[src/rtl/xor_nor_comparator_if.sv]
// Operand/result bundle for the ID-stage equality comparator.
// The ID stage drives the operands (master); the comparator returns the flags (slave).
interface xor_nor_comparator_if #(
    parameter int WIDTH = 32
);
    logic [WIDTH-1:0]   reg_read_data_1;
    logic [WIDTH-1:0]   reg_read_data_2;
    logic               cmp_en;
    logic [WIDTH-1:0]   xor_result;
    logic               nor_result;
    logic               ne_result;
    logic [WIDTH/8-1:0] byte_eq;
    logic               a_zero;
    logic               a_neg;
    logic               eq_q;
    logic               eq_valid_q;

    modport master (
        output reg_read_data_1,
        output reg_read_data_2,
        output cmp_en,
        input  xor_result,
        input  nor_result,
        input  ne_result,
        input  byte_eq,
        input  a_zero,
        input  a_neg,
        input  eq_q,
        input  eq_valid_q
    );

    modport slave (
        input  reg_read_data_1,
        input  reg_read_data_2,
        input  cmp_en,
        output xor_result,
        output nor_result,
        output ne_result,
        output byte_eq,
        output a_zero,
        output a_neg,
        output eq_q,
        output eq_valid_q
    );
endinterface

[src/rtl/xor_nor_comparator.sv]
// XOR/NOR equality comparator for early branch resolution in ID,
// with byte-equality mask, operand-A sign/zero flags and a registered result.
module xor_nor_comparator #(
    parameter int WIDTH = 32
) (
    input  logic                  clk,
    input  logic                  rst_n,
    xor_nor_comparator_if.slave   bus
);
    localparam int NBYTES = WIDTH / 8;

    logic [WIDTH-1:0]  w_xor;
    logic              w_eq;
    logic [NBYTES-1:0] w_byte_eq;
    logic              r_eq;
    logic              r_eq_valid;

    assign w_xor = bus.reg_read_data_1 ^ bus.reg_read_data_2;
    assign w_eq  = ~|w_xor;

    for (genvar g = 0; g < NBYTES; g++) begin : g_byte
        assign w_byte_eq[g] = ~|w_xor[8*g +: 8];
    end

    // Register stage only captures on cmp_en; the flags stay purely combinational.
    always_ff @(posedge clk or negedge rst_n) begin
        if (!rst_n) begin
            r_eq       <= 1'b0;
            r_eq_valid <= 1'b0;
        end else begin
            r_eq_valid <= bus.cmp_en;
            if (bus.cmp_en) begin
                r_eq <= w_eq;
            end
        end
    end

    assign bus.xor_result = w_xor;
    assign bus.nor_result = w_eq;
    assign bus.ne_result  = ~w_eq;
    assign bus.byte_eq    = w_byte_eq;
    assign bus.a_zero     = ~|bus.reg_read_data_1;
    assign bus.a_neg      = bus.reg_read_data_1[WIDTH-1];
    assign bus.eq_q       = r_eq;
    assign bus.eq_valid_q = r_eq_valid;
endmodule

[src/flat_wrapper.sv]
// flat-port wrapper written by rule: the top's interface ports become plain ports
module xor_nor_comparator_flat 
#(
    parameter int WIDTH = 32
)
  (clk, rst_n, bus_reg_read_data_1, bus_reg_read_data_2, bus_cmp_en, bus_xor_result, bus_nor_result, bus_ne_result, bus_byte_eq, bus_a_zero, bus_a_neg, bus_eq_q, bus_eq_valid_q);
  xor_nor_comparator_if #(.WIDTH(WIDTH)) bus_i ();
  input  logic clk;
  input  logic rst_n;
  input wire logic [$bits(bus_i.reg_read_data_1)-1:0] bus_reg_read_data_1;
  input wire logic [$bits(bus_i.reg_read_data_2)-1:0] bus_reg_read_data_2;
  input wire logic [$bits(bus_i.cmp_en)-1:0] bus_cmp_en;
  output wire logic [$bits(bus_i.xor_result)-1:0] bus_xor_result;
  output wire logic [$bits(bus_i.nor_result)-1:0] bus_nor_result;
  output wire logic [$bits(bus_i.ne_result)-1:0] bus_ne_result;
  output wire logic [$bits(bus_i.byte_eq)-1:0] bus_byte_eq;
  output wire logic [$bits(bus_i.a_zero)-1:0] bus_a_zero;
  output wire logic [$bits(bus_i.a_neg)-1:0] bus_a_neg;
  output wire logic [$bits(bus_i.eq_q)-1:0] bus_eq_q;
  output wire logic [$bits(bus_i.eq_valid_q)-1:0] bus_eq_valid_q;
  assign bus_i.reg_read_data_1 = bus_reg_read_data_1;
  assign bus_i.reg_read_data_2 = bus_reg_read_data_2;
  assign bus_i.cmp_en = bus_cmp_en;
  assign bus_xor_result = bus_i.xor_result;
  assign bus_nor_result = bus_i.nor_result;
  assign bus_ne_result = bus_i.ne_result;
  assign bus_byte_eq = bus_i.byte_eq;
  assign bus_a_zero = bus_i.a_zero;
  assign bus_a_neg = bus_i.a_neg;
  assign bus_eq_q = bus_i.eq_q;
  assign bus_eq_valid_q = bus_i.eq_valid_q;
  xor_nor_comparator #(.WIDTH(WIDTH)) u_core (.clk(clk), .rst_n(rst_n), .bus(bus_i));
endmodule
[config.mk]
export PLATFORM = sky130hd
export DESIGN_NAME = xor_nor_comparator_flat
export DESIGN_NICKNAME = d
export VERILOG_FILES = /design/src/rtl/xor_nor_comparator_if.sv /design/src/rtl/xor_nor_comparator.sv /design/src/flat_wrapper.sv
export SDC_FILE = /design/constraint.sdc
export NUM_CORES = 1
export LEC_CHECK = 0
export ABC_AREA = 0
export CORE_MARGIN = 2
export CORE_UTILIZATION = 19
export DETAILED_ROUTE_END_ITERATION = 12
export MAX_ROUTING_LAYER = met4
export PLACE_DENSITY = 0.81
export RECOVER_POWER = 100
export SLEW_MARGIN = 10
export SYNTH_ARGS = -nofsm -noshare
export SYNTH_HDL_FRONTEND = slang
export SYNTH_SLANG_ARGS = --single-unit
[constraint.sdc]
create_clock -name clk -period 1.5 [get_ports clk]
set_clock_uncertainty 0.05 [all_clocks]
set_input_delay 0.15 -clock clk [delete_from_list [all_inputs] [get_ports clk]]
set_output_delay 0.15 -clock clk [all_outputs]
set_load 0.02 [all_outputs]
==> results.yml <==
setup_path:
  critical_path.top_delay_family: "simple AND/OR/NAND/NOR gates"
  timing.critical_path.cells: "buf_8 > xor2_4 > or4_4 > nor2_4 > buf_6 > nand3_2 > buf_6"
  critPathKind: "input pin to output port"
  timing.critical_path.buf_inv: 3
  crit-reg2reg-launch: "u_core.bus.eq_q"
  crit_fanout: 3
  delay_of_the_slowest_cell_on_the_worst_path_ps: 550
  r2r_cells: 2
  timing.critical_path.from_type: "input pin"
  critical-path-slowest-cell: "sky130_fd_sc_hd__or4_4"
  worst_setup_path_end_kind: "output port"
  cp_data_required_time_ps: 1300
  cp.arrival_ps: 1400
  worst_case_register_to_register_setup_slack_ps: 650
  cp_common_cell: "sky130_fd_sc_hd__buf_6"
  crit-reg2reg-capture: "u_core.bus.eq_q"
global_routing:
  global_route_wire_length_before_repair_mm: 5.430
  grtUsageTotal_pct: 21.62
  grt_start_max_net_pins: 4
  globalRouteOverflowTotal: 0
  first_global_vias: 1239
  grt_antenna_before_repair: 0
route:
  wl_per_instance_um: 14.80
  dr.pass1.iters: 4
  dr_total_vias: 1106
  remaining_drc_errors: 0
  vias_per_cell: 4.424
  detailed_route_wire_length_mm: 3.699
  drtIter0Drc: 12
  final_antenna_net_count: 0
worst_hold_path:
  hold_path_class: "input pin to asynchronous set/reset pin"
run_status:
  outcome: "complete, but fails checks"
  failing_checks: "setup timing"
synthesis:
  ys_seq_area_share_pct: 9.174
  yosysWarningCount: 0
  post_synth_inst_count: 63
  synthesis.area_per_instance_um2: 8.659
  postSynthRegisterBits: 2
  yosys-top-cells-area: "sky130_fd_sc_hd__xor2_1 51%, sky130_fd_sc_hd__nor4_1 14%, sky130_fd_sc_hd__dfrtp_1 9.2%"
  syn_nets: 130
  netlist.top_cell.by_area: "sky130_fd_sc_hd__xor2_1"
  netlist_area_um2: 545.5
  number_of_unique_standard_cell_types_used_by_synthesis: 14
  synth_top_cell_area_share_pct: 51.38
power_and_ir_drop:
  logic_pwr_share_pct: 81.3
  power_density_of_the_placed_cells_mw_per_mm2: 429.7
  power.share.sequential_pct: 6.2
  largest_voltage_drop_on_the_vdd_net_uv: 380.8
  netSwitchingFraction_pct: 41.09
  p_sw_mw: 0.3695
  pwr-share-clk_pct: 12.5
  internal_power_mw: 0.5299
  cellLeakagePower_nw: 0.9710
sta:
  max_slew_margin_pct: 75.78
  setup_total_negative_slack_ps: -262.6
  period_minus_slack_ps: 1603
  report.final.slew_viol_count: 0
  max_slew.worst_pin.slew_ps: 360.0
  setup_viol: 4
  hold_violations: 0
  timing.fmax_ghz: 0.6240
  min_period_over_period_pct: 106.8
  worst_slack_ps: -102.7
  rsz0062_at_grt: "true"
  finalHoldWorstSlack_ps: 114.9
floorplanning:
  effective_utilization_at_floorplan_pct: 19.95
  die-width_um: 57.59
  die_area_mm2: 0.003316
  placeable_core_area_mm2: 0.002734
  ioPinCount: 109
  core.rowCount: 19
  fp.dieH_um: 57.59
layout:
  fin_nets: 288
  area_of_the_multi_input_gates_um2: 762.0
  final_layout_size_suffix_gt1_share_pct: 66.21
  final_core_util_pct: 76.57
  area.growth.synth_to_final_pct: 283.7
  layout.filler_cells: 207
  seqCellArea_um2: 50.05
  antenna_cells: 0
placement:
  place.port_buffers: 108
  hpwl_mm: 2.891
  placer_congestion_estimate: 0.7296
clocking:
  tritoncts: "done"
  clock_tree.buffer_depth: 2
  clkLatencyLatePin_ps: 210
  clock_sinks: 2
  path_clk_slew_ps: 30
  cts_buffers: 3
  clk_root_buffer_cell: "sky130_fd_sc_hd__clkbuf_4"
  clock_tree.htree_level_count: 1
  hold_buffers: 0
flow_run:
  max-cap-violations: 0
## worst reg2reg max path, cell delays in order, from the launching register on
cell and delay (ps):
sky130_fd_sc_hd__dfrtp_1 360, sky130_fd_sc_hd__nor2b_1 130, sky130_fd_sc_hd__a41o_1 190
## how the worst max path moves through the flow
stage / startpoint / end / slack [ps] / cells after the start
final: bus_reg_read_data_1[17] / bus_ne_result / -100 / 7
after global routing: bus_reg_read_data_1[30] / bus_ne_result / -160 / 8
after CTS: bus_reg_read_data_1[17] / bus_ne_result / -130 / 7
after detailed placement: bus_reg_read_data_1[2] / bus_nor_result / -1030 / 6
after global placement: bus_reg_read_data_2[4] / bus_nor_result / -1010 / 6
after floorplan: bus_reg_read_data_2[4] / bus_nor_result / -50 / 4
## placed cells by master (no fill, tap or decap), drive strengths merged
master / instances
buf: 87
xor2: 32
clkbuf: 20
dlygate4sd3: 16
clkdlybuf4s15: 13
dlygate4sd2: 12
nor4: 12
clkdlybuf4s50: 9
or4: 4
nor2: 3
and2: 2
nand4: 2
dfrtp: 2
and4: 1
nand3: 1
and3: 1
nor2b: 1
a41o: 1
## cell type report
cell class	instances	share of cell area, %
timing repair buffer	154	58.28
sequential	2	2.391
tap	31	1.853
clock buffer	3	1.076
multi-input combinational	60	36.40
## sequential cells by signal, indices dropped and copies added, names as in the netlist
signal	count
u_core.bus.eq_valid_q	1
u_core.bus.eq_q	1
## logic make-up after synthesis
group	share of synthesized area [%]
buf+inv	1.377
simple gates	36.24
xor+xnor	51.38
flops	9.175
compound gates	1.835
## power groups by stage
stage,Sequential (mW),Combinational [mW],Clock (mW)
after floorplan,0.0585,0.235,0
after global placement,0.0567,0.726,0
after detailed placement,0.0567,0.736,0
after CTS,0.0561,0.711,0.121
after global routing,0.0563,0.772,0.122
final,0.0561,0.731,0.113
## metrics by stage
step / power (mW) / cells / worst slack [ps] / instance area [µm²]
after floorplan: 0.2938 / 63 / -48.39 / 681.9
after global placement: 0.7829 / 232 / -1007 / 2027
after detailed placement: 0.7929 / 232 / -1034 / 2027
after CTS: 0.8878 / 241 / -131.0 / 2054
after global routing: 0.9503 / 250 / -158.8 / 2093
final: 0.8994 / 250 / -102.7 / 2093
## synth_stat cells, drive strengths merged
master  instances
a41o            1
and2            2
and3            1
and4            1
buf             1
dfrtp           2
nand3           1
nand4           2
nor2            3
nor2b           1
nor4           12
or4             4
xor2           32
## what timing repair did
action | CTS | global route
endpoints found under the setup margin | 41 | 10
cloned | 0 | 0
resized for setup | 242 | 62
pin swaps | 32 | 25
setup buffers | 6 | 9
## metal layers
layer  vias to the layer above  track usage [%]  wire length [µm]
met4                         0            2.990                19
met2                        70            43.51              2186
met5                         -                -                 0
met3                         2            4.082               339
li1                        527                -                 -
met1                       507            21.43              1154
Note: power is estimated with default switching activity, not from simulation.
